<file path="config.mk">
export PLATFORM = sky130hd
export DESIGN_NAME = axi_lite_write_slave
export DESIGN_NICKNAME = d
export VERILOG_FILES = /design/src/rtl/axi_lite_write_slave.sv
export SDC_FILE = /design/constraint.sdc
export NUM_CORES = 1
export LEC_CHECK = 0
export ABC_AREA = 0
export CAP_MARGIN = 20
export CELL_PAD_IN_SITES_DETAIL_PLACEMENT = 1
export CELL_PAD_IN_SITES_GLOBAL_PLACEMENT = 1
export CORE_MARGIN = 3
export CORE_UTILIZATION = 33
export CTS_CLUSTER_SIZE = 30
export DETAILED_ROUTE_END_ITERATION = 8
export PLACE_DENSITY_LB_ADDON = 0.1
export SLEW_MARGIN = 20
export SYNTH_ARGS = -nofsm -noshare
export SYNTH_HDL_FRONTEND = slang
export SYNTH_SLANG_ARGS = --single-unit
</file>
<file path="constraint.sdc">
create_clock -name clock -period 5 [get_ports clock]
set_clock_uncertainty 0.2 [all_clocks]
set_input_delay 0.75 -clock clock [delete_from_list [all_inputs] [get_ports clock]]
set_output_delay 0.75 -clock clock [all_outputs]
set_load 0.05 [all_outputs]
</file>
<file path="src/rtl/axi_lite_write_slave.sv">
// AXI4-Lite write slave: collects AW and W in either order, issues one backend write pulse,
// then holds the B response until the master accepts it. One write outstanding at a time.
module axi_lite_write_slave #(
    parameter int unsigned ADDR_WIDTH = 32,
    parameter int unsigned DATA_WIDTH = 32
) (
    input  logic                    clock,
    input  logic                    resetn,
    input  logic                    awvalid,
    output logic                    awready,
    input  logic [ADDR_WIDTH-1:0]   awaddr,
    input  logic                    wvalid,
    output logic                    wready,
    input  logic [DATA_WIDTH-1:0]   wdata,
    input  logic [DATA_WIDTH/8-1:0] wstrb,
    output logic                    bvalid,
    input  logic                    bready,
    output logic [1:0]              bresp,
    output logic                    wr_en,
    output logic [ADDR_WIDTH-1:0]   wr_addr,
    output logic [DATA_WIDTH-1:0]   wr_data,
    output logic [DATA_WIDTH/8-1:0] wr_strb,
    input  logic                    wr_err
);

    localparam int unsigned STRB_WIDTH = DATA_WIDTH / 8;
    localparam int unsigned ADDR_LSB   = $clog2(STRB_WIDTH);
    localparam logic [ADDR_WIDTH-1:0] ADDR_MASK = {ADDR_WIDTH{1'b1}} << ADDR_LSB;

    typedef enum logic [1:0] {IDLE, WRITE, RESP} state_e;

    state_e                  state_q, state_d;
    logic                    aw_cap_q, aw_cap_d;
    logic                    w_cap_q, w_cap_d;
    logic [1:0]              bresp_q, bresp_d;
    logic [ADDR_WIDTH-1:0]   addr_q, addr_d;
    logic [DATA_WIDTH-1:0]   data_q, data_d;
    logic [STRB_WIDTH-1:0]   strb_q, strb_d;
    logic                    live_q;
    logic                    aw_hs, w_hs;

    // live_q keeps the readys low while reset is held and for the release cycle itself
    assign awready = (state_q == IDLE) && live_q && !aw_cap_q;
    assign wready  = (state_q == IDLE) && live_q && !w_cap_q;
    assign aw_hs   = awvalid && awready;
    assign w_hs    = wvalid && wready;

    assign wr_en   = (state_q == WRITE);
    assign bvalid  = (state_q == RESP);
    assign bresp   = bresp_q;
    assign wr_addr = addr_q;
    assign wr_data = data_q;
    assign wr_strb = strb_q;

    always_comb begin
        state_d  = state_q;
        aw_cap_d = aw_cap_q;
        w_cap_d  = w_cap_q;
        bresp_d  = bresp_q;
        addr_d   = addr_q;
        data_d   = data_q;
        strb_d   = strb_q;
        unique case (state_q)
            IDLE: begin
                if (aw_hs) begin
                    aw_cap_d = 1'b1;
                    addr_d   = awaddr & ADDR_MASK;
                end
                if (w_hs) begin
                    w_cap_d = 1'b1;
                    data_d  = wdata;
                    strb_d  = wstrb;
                end
                if (aw_cap_d && w_cap_d) begin
                    state_d = WRITE;
                end
            end
            WRITE: begin
                bresp_d  = wr_err ? 2'b10 : 2'b00;
                aw_cap_d = 1'b0;
                w_cap_d  = 1'b0;
                state_d  = RESP;
            end
            RESP: begin
                if (bready) begin
                    bresp_d = 2'b00;
                    state_d = IDLE;
                end
            end
            default: state_d = IDLE;
        endcase
    end

    always_ff @(posedge clock or negedge resetn) begin
        if (!resetn) begin
            state_q  <= IDLE;
            aw_cap_q <= 1'b0;
            w_cap_q  <= 1'b0;
            bresp_q  <= 2'b00;
            addr_q   <= '0;
            data_q   <= '0;
            strb_q   <= '0;
            live_q   <= 1'b0;
        end else begin
            state_q  <= state_d;
            aw_cap_q <= aw_cap_d;
            w_cap_q  <= w_cap_d;
            bresp_q  <= bresp_d;
            addr_q   <= addr_d;
            data_q   <= data_d;
            strb_q   <= strb_d;
            live_q   <= 1'b1;
        end
    end

endmodule
</file>
Word-level counts from Yosys, hierarchy flattened
Index checks and enable logic that the tools add are counted.
{"block": "totals", "reg_bits": 73, "latch_bits": 0, "ram_bits": 0, "mem_bits_ro": 0, "output_inout_bits": 74, "elab_cells": 38, "mem_count": 0}
{"block": "op_classes", "add_sub_neg": 0, "n_mul": 0, "div": 0, "magnitude_cmp": 0, "eq_ne": 4, "shift": 0, "muxes": 11, "n_bitwise": 0, "reduce_logical": 15}
{"op": "$reduce_and A2 Y1", "count": 4}
{"op": "$logic_and A1 B1 Y1", "count": 6}
{"op": "$mux W2", "count": 3}
{"op": "$pmux W2 S3", "count": 1}
{"op": "$mux W1", "count": 4}
{"op": "$ne A2 B1 Y1 const B", "count": 2}
{"op": "$pmux W1 S2", "count": 2}
{"op": "$pmux W2 S2", "count": 1}
{"op": "$reduce_bool A2 Y1", "count": 2}
{"op": "$eq A2 B1 Y1 const B", "count": 1}
{"op": "$eq A2 B2 Y1 const B", "count": 1}
{"op": "$logic_not A1 Y1", "count": 2}
{"op": "$logic_not A2 Y1", "count": 1}

Logic depth before layout (Yosys ltp)
Gate-level depths: netlist of run 1.
{"block": "depth", "word_depth": 9, "mapped_depth": 4, "ltp_nobuf": 3}

Least setup slack after synthesis of run 1
OpenSTA, ideal clock, no wires.
{"block": "synth_path", "path_kind": "register to register", "from": "register state_q[1]", "to": "register data_q[0] (netlist: wr_data[0])", "setup_time_ns": 0.125, "arrival_ns": 1.909, "t_required_ns": 4.675, "path_slack_ns": 2.766, "stages_incl_launch_ff": 5, "n_path_buf": 1, "synth_period_minus_slack_ns": 2.234, "cell_sequence": "dfrtp_1 -> nor4b_4 -> nand2_4 -> buf_6 -> mux2_4"}
{"block": "synth_between", "elab_chain_cells": 5}
{"item": "from (decl)", "line_no": "32", "rtl": "state_e state_q, state_d;"}
{"item": "from (signal assigned)", "line_no": "105", "rtl": "state_q <= state_d;"}
{"item": "$logic_not A2 Y1", "line_no": "44", "rtl": "assign wready = (state_q == IDLE) && live_q && !w_cap_q;"}
{"item": "$logic_and A1 B1 Y1 (2 in a row)", "line_no": "44"}
{"item": "named net wready", "line_no": "13", "rtl": "output logic wready,"}
{"item": "$logic_and A1 B1 Y1", "line_no": "46", "rtl": "assign w_hs = wvalid && wready;"}
{"item": "$reduce_and A2 Y1 (no source line)"}
{"item": "to (signal assigned)", "line_no": "110", "rtl": "data_q <= data_d;"}
{"item": "to (decl)", "line_no": "37", "rtl": "logic [DATA_WIDTH-1:0] data_q, data_d;"}
The timed path passes the listed nets, and every way through them passes these cells.
A chain may end at the register's enable or synchronous reset.

Worst setup path after layout of run 1
{"block": "layout_path", "from": "register state_q[0]", "to": "output wready"}
{"block": "layout_between", "elab_chain_cells": 3}
{"item": "$logic_not A2 Y1", "line_no": "44"}
{"item": "$logic_and A1 B1 Y1 (2 in a row)", "line_no": "44"}
{"item": "to (decl)", "line_no": "13"}
No other way between the ends.

==> results of run 1 <==
## worst register-to-register path, cell delays in order (launching register included)
cell and delay, ps:
dfrtp_1 500, nor4b_4 370, nand2_2 440, buf_4 330
mux2_2 270
## layer usage
layer  wire length [µm]  global-route usage  part of all wire
met3                582             0.04839             0.081
met2               3571              0.2469              0.50
met1               2948              0.1821              0.41
met5                  0                   0                 0
met4                105             0.06303             0.015
## cell families (layout without fill, tap and decap cells)
| group | after synthesis | after routing | synth area share |
|---|---|---|---|
| flops | 72 | 72 | 0.6261 |
| mux | 66 | 66 | 0.2974 |
| buf+inv | 11 | 162 | 0.02739 |
| simple gates | 9 | 9 | 0.03087 |
| compound gates | 8 | 8 | 0.01565 |
| other cells | 2 | 4 | 0.002610 |
## final timing paths
path                                to  slack [ps]
min                        wr_addr[23]         290
max reg2reg                 wr_addr[6]        2790
min reg2reg                 wr_addr[7]         310
min in group clock          wr_addr[7]         310
max                             wready        1900
max in group asynchronous  wr_addr[24]        3300
## synthesized netlist by cell type
cell type / n / area share
dfrtp_1: 72 / 0.63
mux2_2: 36 / 0.14
mux2_4: 30 / 0.16
a21oi_1: 4 / 0.0070
buf_2: 3 / 0.0052
buf_4: 3 / 0.0078
buf_6: 3 / 0.012
conb_1: 2 / 0.0026
inv_1: 2 / 0.0026
nor2_1: 2 / 0.0026
nor4b_4: 2 / 0.017
o22ai_1: 2 / 0.0043
a21o_1: 1 / 0.0026
nand2_1: 1 / 0.0013
nand2_4: 1 / 0.0039
nand2b_1: 1 / 0.0022
nor2b_1: 1 / 0.0022
nor4_1: 1 / 0.0022
o21ai_0: 1 / 0.0017
## stage by stage
stage          hold slack, ps  power (mW)  cells  utilization  instance area [µm²]
4_1_cts                 309.6       3.817    426       0.5516                 4601
5_1_grt                 318.9       3.942    426       0.5516                 4601
3_3_place_gp            287.0       3.249    410       0.5248                 4377
6_report                294.5       3.765    426       0.5516                 4601
3_5_place_dp            293.0       3.287    410       0.5251                 4379
2_1_floorplan           254.4       2.529    170            -                 2885
## registers in the layout, indices dropped and copies added, names as in the netlist
register and count:
wr_strb 4, live_q 1, w_cap_q 1, wr_addr 30, bresp 1, wr_data 32, aw_cap_q 1, state_q 2
## where the power goes
part | switching (mW) | internal, mW | total (mW)
Clock | 0.224 | 0.284 | 0.507
Combinational | 1.34 | 0.865 | 2.21
Sequential | 0.175 | 0.874 | 1.05
Total | 1.74 | 2.02 | 3.76
## final cells by class
cell class              count  area [µm²]  share of cell area
repair buffers            144        1431              0.3111
inverters                   2       7.507            0.001632
flip-flops and latches     72        1802              0.3916
clock buffers              10       127.6             0.02774
multi-input cells          87        1007              0.2189
well taps                 105       131.4             0.02856
clock inverters             6       93.84             0.02040
==> summary.txt, run 1 <==
Cells and area
  – Ant diodes: 0
  – Fillers: 820
  – Commonest non-fill, non-tap cell in the layout: clkdlybuf4s50_1
  – Area Overhead vs Synth: 59.87%
  – Layout cells sized above 1: 0.2741
  – Nets: 390
  – Most frequent cells in the layout: clkdlybuf4s50_1 (141), dfrtp_1 (72), mux2_2 (36)

Critical path
  – Crit path buffers/inverters: 1
  – Crit. End Element: primary output
  – CP Cell Sequence: nor4b_4 -> clkdlybuf4s50_1
  – Worst r2r src: state_q[0]
  – Worst Setup SP: state_q[0]
  – Startpoint Class: flop
  – Slowest CP cell: clkdlybuf4s50_1
  – Cell family with most CP delay: buffers and inverters
  – Critical Path Max Stage Delay: 890 ps
  – Arrival time at the worst endpoint: 2150 ps
  – Critical path depth: 2
  – Worst Reg-to-Reg Cells: 4
  – Required @ worst endpoint: 4050 ps
  – Crit path kind: flop to primary output
  – Crit path max fanout: 7

Global routing
  – First-pass GRT wire length: 11480 µm
  – GR Util All Layers: 0.1503
  – Pin count of the biggest net entering global routing: 38
  – Initial antenna violation count: 0
  – Total grt overflow: 0
  – Vias in the first global route: 2211

Place
  – Final Wtd Congestion: 0.7204
  – IO buf count: 142
  – Hpwl dp: 5243 µm
  – Pre-CTS setup slack: 2250 ps

Run
  – MaxCap Viol Count: 0

Power
  – P_leak: 2.045 nW
  – Pwr/cell area: 818.3 nW/µm²
  – VDD IR max: 0.3397 mV

Routing
  – Via count: 1963
  – Vias per inst: 4.608
  – Routed wire length: 7208 µm
  – Initial DRC count: 48
  – First-pass iteration count of the detailed router: 4
  – WL per Instance: 16.92 µm
  – Number of remaining DRC errors: 0
  – Final ANT Viol Nets: 0

STA
  – Slew Limit Fails: 0
  – Setup_tns: 0 ps
  – Setup ws final: 1897 ps
  – Fmax achieved: 322.3 MHz
  – Time the worst path needs with I/O delays and setup: 3103 ps
  – Max-slew headroom: 0.4567
  – Final number of hold-violating endpoints: 0
  – Final Cycle Share: 0.6206
  – Setup Viol. Count Final: 0
  – RSZ-0062 raised after global routing: false
  – Worst Tran Pin Value: 815.0 ps

Clocking
  – Post-CTS Setup Repair Bufs: 0
  – Clk Latency, worst-skew pair: 330 ps
  – Clk buf depth: 2
  – Clock Sinks: 72
  – Num CTS Buffers: 9
  – Htree depth: 3
  – CTS tree: yes
  – # resized after CTS: 0
  – Clk slew on worst S/H paths: 80 ps
  – CTS Root Cell: clkbuf_8
  – Hold buffers post-CTS: 0

Yosys
  – Syn_area_per_cell: 17.13 µm²
  – Seq cells post-synth: 72
  – Sequential area share after synthesis: 0.6261
  – Cell variety after synth: 19
  – Yosys warning total: 0
  – Mapped Cells: 168
  – Cell area after synthesis: 2878 µm²

Min path
  – Hold Crit Class: primary input to async pin

Floorplanning
  – I/O pins: 148
  – Die height: 99.39 µm
  – Die Wd: 99.39 µm
  – Initial Util: 0.3450
  – DIE AREA: 9877 µm²
  – Std-Cell Rows: 33
  – CORE AREA: 8341 µm²

Outcome
  – Outcome: complete, no violations
No activity file was read; power rests on OpenSTA's default activity.
==> run 2: changes to the inputs <==
--- a/config.mk
+++ b/config.mk
@@ -10,7 +10,7 @@
 export CELL_PAD_IN_SITES_DETAIL_PLACEMENT = 1
 export CELL_PAD_IN_SITES_GLOBAL_PLACEMENT = 1
 export CORE_MARGIN = 3
-export CORE_UTILIZATION = 33
+export CORE_UTILIZATION = 31
 export CTS_CLUSTER_SIZE = 30
 export DETAILED_ROUTE_END_ITERATION = 8
 export PLACE_DENSITY_LB_ADDON = 0.1
==> constraint.sdc (replaced) <==
create_clock -name clock -period 3 [get_ports clock]
set_clock_uncertainty 0.2 [all_clocks]
set_input_delay 0.45 -clock clock [delete_from_list [all_inputs] [get_ports clock]]
set_output_delay 0.45 -clock clock [all_outputs]
set_load 0.05 [all_outputs]
==> run 2 against run 1 <==
- combinational power up 66%
- first-iteration DRC count down 58%
- sequential cell count unchanged
- sequential power up 66%
- clock power up 51%
- highest routed layer unchanged
- sequential share of layout area up 0.24 points
- register-to-register slack worse by 1900 ps
- core utilization down 3.5 points
- design area down 0.60%
- cell count up 0.47%
- wire length down 5.3%
==> summary.txt, run 2 (synthesis gave the netlist of run 1 again) <==
Clocking
  – CTS tree: yes (unchanged)
  – Post-CTS Setup Repair Bufs: 0 (unchanged)
  – Clk buf depth: 2 (unchanged)
  – Num CTS Buffers: 9 (unchanged)
  – Clock Sinks: 72 (unchanged)
  – Htree depth: 3 (unchanged)
  – Hold buffers post-CTS: 0 (unchanged)
  – # resized after CTS: 0 (unchanged)
  – Clk slew on worst S/H paths: 80 ps (about the same)
  – Clk Latency, worst-skew pair: 330 ps (about the same)
  – CTS Root Cell: clkbuf_8 (unchanged)

STA
  – Setup Viol. Count Final: 0 (unchanged)
  – Slew Limit Fails: 0 (unchanged)
  – Setup_tns: 0 ps (unchanged)
  – Max-slew headroom: 0.3775 (was 0.4567)
  – Time the worst path needs with I/O delays and setup: 2746 ps
  – RSZ-0062 raised after global routing: false (unchanged)
  – Fmax achieved: 364.2 MHz
  – Final number of hold-violating endpoints: 0 (unchanged)
  – Setup ws final: 253.9 ps (was 1897 ps)
  – Final Cycle Share: 0.9154
  – Worst Tran Pin Value: 933.7 ps (was 815.0 ps)

Routing
  – Initial DRC count: 20 (was 48)
  – Via count: 1910 (was 1963)
  – Vias per inst: 4.463 (was 4.608)
  – Routed wire length: 6828 µm (was 7208 µm)
  – First-pass iteration count of the detailed router: 4 (unchanged)
  – WL per Instance: 15.95 µm (was 16.92 µm)
  – Number of remaining DRC errors: 0 (unchanged)
  – Final ANT Viol Nets: 0 (unchanged)

Critical path
  – Crit. End Element: primary output (unchanged)
  – Arrival time at the worst endpoint: 2100 ps (was 2150 ps)
  – Crit path kind: flop to primary output (unchanged)
  – Required @ worst endpoint: 2350 ps (was 4050 ps)
  – Startpoint Class: flop (unchanged)
  – Crit path max fanout: 7 (unchanged)

Global routing
  – Total grt overflow: 0 (unchanged)
  – First-pass GRT wire length: 10310 µm (was 11480 µm)
  – Pin count of the biggest net entering global routing: 73 (was 38)
  – Vias in the first global route: 1950 (was 2211)
  – Initial antenna violation count: 0 (unchanged)
  – GR Util All Layers: 0.1305 (was 0.1503)

Cells and area
  – Layout cells sized above 1: 0.2688 (was 0.2741)
  – Most frequent cells in the layout: clkdlybuf4s50_1 (141), dfrtp_1 (72), mux2_2 (36) (unchanged)
  – Commonest non-fill, non-tap cell in the layout: clkdlybuf4s50_1 (unchanged)
  – Ant diodes: 0 (unchanged)
  – Post-route cell area: 4573 µm² (was 4601 µm²)
  – Max FFs per register: 32 (unchanged)
  – Nets: 389 (was 390)
  – Area Overhead vs Synth: 58.91% (was 59.87%)

Place
  – Final Wtd Congestion: 0.7145 (was 0.7204)
  – Area after DPL: 4375 µm² (was 4379 µm²)
  – Pre-CTS setup slack: 597.9 ps (was 2250 ps)
  – IO buf count: 142 (unchanged)
  – Hpwl dp: 4807 µm (was 5243 µm)

Power
  – Cell-internal power: 3.304 mW (was 2.023 mW)
  – P_leak: 2.034 nW (was 2.045 nW)
  – Clock power share: 0.124 (was 0.135)
  – VDD IR max: 0.5566 mV (was 0.3397 mV)
  – Logic pwr share: 0.594 (was 0.587)
  – Pwr/cell area: 1350 nW/µm² (was 818.3 nW/µm²)
  – Sw Ratio: 0.4650 (was 0.4626)
  – Sequential Power Share: 0.282 (was 0.279)
  – P_sw: 2.871 mW (was 1.742 mW)

Floorplanning
  – Die Wd: 102.4 µm (was 99.39 µm)
  – Initial Util: 0.3252 (was 0.3450)
  – DIE AREA: 10480 µm² (was 9877 µm²)
  – CORE AREA: 8848 µm² (was 8341 µm²)
  – I/O pins: 148 (unchanged)
  – Std-Cell Rows: 34 (was 33)
  – Die height: 102.4 µm (was 99.39 µm)

Min path
  – Hold Crit Class: primary input to async pin (unchanged)

Outcome
  – Outcome: complete, no violations (unchanged)

Run
  – MaxCap Viol Count: 0 (unchanged)
-- run 2: worst paths after layout --
| path | slack, ps | cells past startpoint | start | endpoint |
|---|---|---|---|---|
| min | 20 | 1 | resetn | wr_addr[9] |
| max in group asynchronous | 1930 | 1 | resetn | live_q |
| min in group clock | 310 | 1 | wr_addr[27] | wr_addr[27] |
| max | 250 | 2 | state_q[0] | wready |
| min reg2reg | 310 | 1 | wr_addr[27] | wr_addr[27] |
| max reg2reg | 900 | 3 | state_q[0] | wr_data[24] |
-- run 2: cell type report --
type	instances	area, µm²
clock buffer	11	141.4
multi-input combinational	87	1005
fill	874	4275
tap	108	135.1
inverter	2	7.507
sequential	72	1802
clock inverter	5	56.30
timing repair buffer	143	1426
-- run 2: layer usage --
| metal | wire length (µm) | vias to the layer above | part of all wire | track usage |
|---|---|---|---|---|
| met3 | 677 | 9 | 0.099 | 0.06143 |
| met2 | 3023 | 91 | 0.44 | 0.1929 |
| met5 | 0 | - | 0 | 0 |
| met4 | 97 | 0 | 0.014 | 0.05449 |
| met1 | 3029 | 936 | 0.44 | 0.1645 |
| li1 | - | 874 | - | - |
-- run 2: worst max-delay path, cell delays in order, from the launching register on --
cell and delay, ps:
dfrtp_1 490, nor4b_4 400, clkdlybuf4s50_1 870
-- run 2: per-stage QoR --
| step | instances | hold slack (ps) | power [mW] | util |
|---|---|---|---|---|
| floorplan | 170 | -45.59 | 4.214 | - |
| global placement | 412 | 285.4 | 5.421 | 0.4945 |
| finish | 428 | 16.07 | 6.175 | 0.5168 |
| global route | 428 | 88.29 | 6.469 | 0.5168 |
| detailed placement | 412 | 292.1 | 5.455 | 0.4945 |
| CTS | 428 | 63.80 | 6.263 | 0.5168 |
-- run 2: power by group through the flow --
stage	Sequential [mW]	Clock (mW)	Combinational [mW]
floorplan	3.37	0	0.846
global placement	1.73	0	3.69
detailed placement	1.75	0	3.70
CTS	1.75	0.806	3.71
global route	1.81	0.840	3.82
finish	1.74	0.766	3.67
==> run 3: changes to the inputs <==
--- a/config.mk
+++ b/config.mk
@@ -10,9 +10,10 @@
 export CELL_PAD_IN_SITES_DETAIL_PLACEMENT = 1
 export CELL_PAD_IN_SITES_GLOBAL_PLACEMENT = 1
 export CORE_MARGIN = 3
-export CORE_UTILIZATION = 31
+export CORE_UTILIZATION = 48
 export CTS_CLUSTER_SIZE = 30
 export DETAILED_ROUTE_END_ITERATION = 8
+export DONT_BUFFER_PORTS = 1
 export PLACE_DENSITY_LB_ADDON = 0.1
 export SLEW_MARGIN = 20
 export SYNTH_ARGS = -nofsm -noshare
==> run 3 against run 2 <==
- critical path depth is 2 higher
- largest cell class unchanged
- worst setup slack better by 560 ps
- first-iteration DRC count grew to 2.6 times the previous value
- hold slack better by 44 ps
- critical path type is now flop to flop
- clock-buffer cell count is 1 lower
- highest routed layer unchanged
==> summary.txt, run 3 (synthesis gave the netlist of run 1 again) <==
Min path
  – Hold Crit Start: wstrb[3]
  – Worst hold endpoint: wr_strb[3]
  – Hold Crit Class: primary input to flop (was primary input to async pin)
  – Hold Path Depth: 1

STA
  – Setup ws final: 811.0 ps (was 253.9 ps)
  – Final number of hold-violating endpoints: 0 (unchanged)
  – Setup_tns: 0 ps (unchanged)
  – Fmax achieved: 456.8 MHz (was 364.2 MHz)
  – Worst Tran Pin Value: 627.9 ps (was 933.7 ps)
  – RSZ-0062 raised after global routing: false (unchanged)
  – Setup Viol. Count Final: 0 (unchanged)
  – Max-slew headroom: 0.5814 (was 0.3775)
  – Final Cycle Share: 0.7297 (was 0.9154)
  – Time the worst path needs with I/O delays and setup: 2189 ps (was 2746 ps)
  – Slew Limit Fails: 0 (unchanged)
  – Hold_ws: 60.09 ps (was 16.07 ps)

Critical path
  – Required @ worst endpoint: 3010 ps (was 2350 ps)
  – Reg-to-reg slack, setup: 810 ps (was 900 ps)
  – Startpoint Class: flop (unchanged)
  – Arrival time at the worst endpoint: 2200 ps (was 2100 ps)
  – Worst r2r src: state_q[0] (unchanged)
  – Critical Path Max Stage Delay: 510 ps (was 870 ps)
  – Slowest CP cell: dfrtp_1 (was clkdlybuf4s50_1)
  – Crit. End Element: flop (was primary output)
  – Reg2reg end: wr_data[31] (was wr_data[24])
  – Worst Reg-to-Reg Cells: 4 (was 3)
  – Crit path kind: flop to flop (was flop to primary output)
  – Crit path max fanout: 36 (was 7)
  – CP Cell Sequence: nor4b_4 -> buf_4 -> nand2_4 -> mux2_4 (was nor4b_4 -> clkdlybuf4s50_1)

Floorplanning
  – Std-Cell Rows: 27 (was 34)
  – I/O pins: 148 (unchanged)
  – DIE AREA: 6961 µm² (was 10480 µm²)
  – Die Wd: 83.43 µm (was 102.4 µm)
  – Initial Util: 0.5101 (was 0.3252)
  – Die height: 83.43 µm (was 102.4 µm)
  – CORE AREA: 5642 µm² (was 8848 µm²)

Clocking
  – Clk slew on worst S/H paths: 80 ps (about the same)
  – Clock Sinks: 72 (unchanged)
  – Num CTS Buffers: 9 (unchanged)
  – CTS tree: yes (unchanged)
  – Clk buf depth: 2 (unchanged)
  – Htree depth: 3 (unchanged)
  – # resized after CTS: 0 (unchanged)
  – Clk Latency, worst-skew pair: 330 ps (about the same)
  – CTS Root Cell: clkbuf_8 (unchanged)

Cells and area
  – Max FFs per register: 32 (unchanged)
  – Ant diodes: 0 (unchanged)
  – Most frequent cells in the layout: dfrtp_1 (72), mux2_2 (36), mux2_4 (30) (was clkdlybuf4s50_1 (141), dfrtp_1 (72), mux2_2 (36))
  – Area Overhead vs Synth: 9.565% (was 58.91%)
  – Nets: 252 (was 389)
  – Layout cells sized above 1: 0.4918 (was 0.2688)
  – Post-route insts no fill: 255 (was 428)
  – Commonest non-fill, non-tap cell in the layout: dfrtp_1 (was clkdlybuf4s50_1)

Place
  – Final Wtd Congestion: 0.6795 (was 0.7145)
  – Placed Cells: 237 (was 412)
  – IO buf count: 0 (was 142)
  – Pre-CTS setup slack: 815.6 ps (was 597.9 ps)

Global routing
  – Vias in the first global route: 1554 (was 1950)
  – Total grt overflow: 0 (unchanged)
  – Pin count of the biggest net entering global routing: 73 (unchanged)
  – GR Util All Layers: 0.1673 (was 0.1305)
  – First-pass GRT wire length: 8852 µm (was 10310 µm)
  – Initial antenna violation count: 0 (unchanged)

Run
  – MaxCap Viol Count: 0 (unchanged)

Routing
  – Via count: 1393 (was 1910)
  – Vias per inst: 5.463 (was 4.463)
  – Initial DRC count: 51 (was 20)
  – WL per Instance: 22.04 µm (was 15.95 µm)
  – Final ANT Viol Nets: 0 (unchanged)
  – Routed wire length: 5621 µm (was 6828 µm)
  – First-pass iteration count of the detailed router: 3 (was 4)
  – Number of remaining DRC errors: 0 (unchanged)

Outcome
  – Outcome: complete, no violations (unchanged)
==> run 3: changes by cell type in the layout (fill, tap and decap cells not counted), sizes merged, moves of 2 or more <==
cell	change
clkdlybuf4s50	-141
buf	+3
clkinvlp	+3
clkinv	-2
==> run 3: cell type report <==
type                       count  area (µm²)
sequential                    72        1802
inverter                       2       7.507
timing repair buffer           6       67.56
clock buffer                  10       137.6
fill                         498        2489
tap                           72       90.09
clock inverter                 6       43.79
multi-input combinational     87        1005
==> run 3: what timing repair did <==
item                      in CTS  in global routing
hold buffers                   2                  0
hold endpoints to repair      72                  0
setup buffers                  0                  0
==> run 3: worst max path at each step <==
stage | from | end | cells past startpoint
detailed placement | state_q[0] | wr_data[31] | 4
finish | state_q[0] | wr_data[31] | 4
floorplan | state_q[1] | wr_data[0] | 4
global route | state_q[0] | wr_data[31] | 4
CTS | state_q[1] | wr_data[31] | 4
global placement | state_q[1] | wr_data[30] | 4
==> run 3: metrics by stage <==
stage / area, µm² / util
2_1_floorplan: 2885 / -
3_3_place_gp: 2934 / 0.5201
3_5_place_dp: 2934 / 0.5201
4_1_cts: 3153 / 0.5589
5_1_grt: 3153 / 0.5589
6_report: 3153 / 0.5589
==> run 3: worst max-delay path, delay by kind of cell, from the launching register on <==
| kind | cells | cell delay (ps) |
|---|---|---|
| buffers and inverters | 1 | 260 |
| flip-flops | 1 | 510 |
| multiplexers | 1 | 430 |
| AND/OR/NAND/NOR | 2 | 650 |
==> run 3: metal layers <==
metal	GRT usage	part of all wire
met2	0.2558	0.49
met5	0	0
met3	0.09028	0.13
met1	0.1927	0.36
met4	0.07895	0.017
Power of run 3 is left out: the tool's default activity adds up to more than one toggle a clock period on the data nets, which glitch-free logic cannot reach.
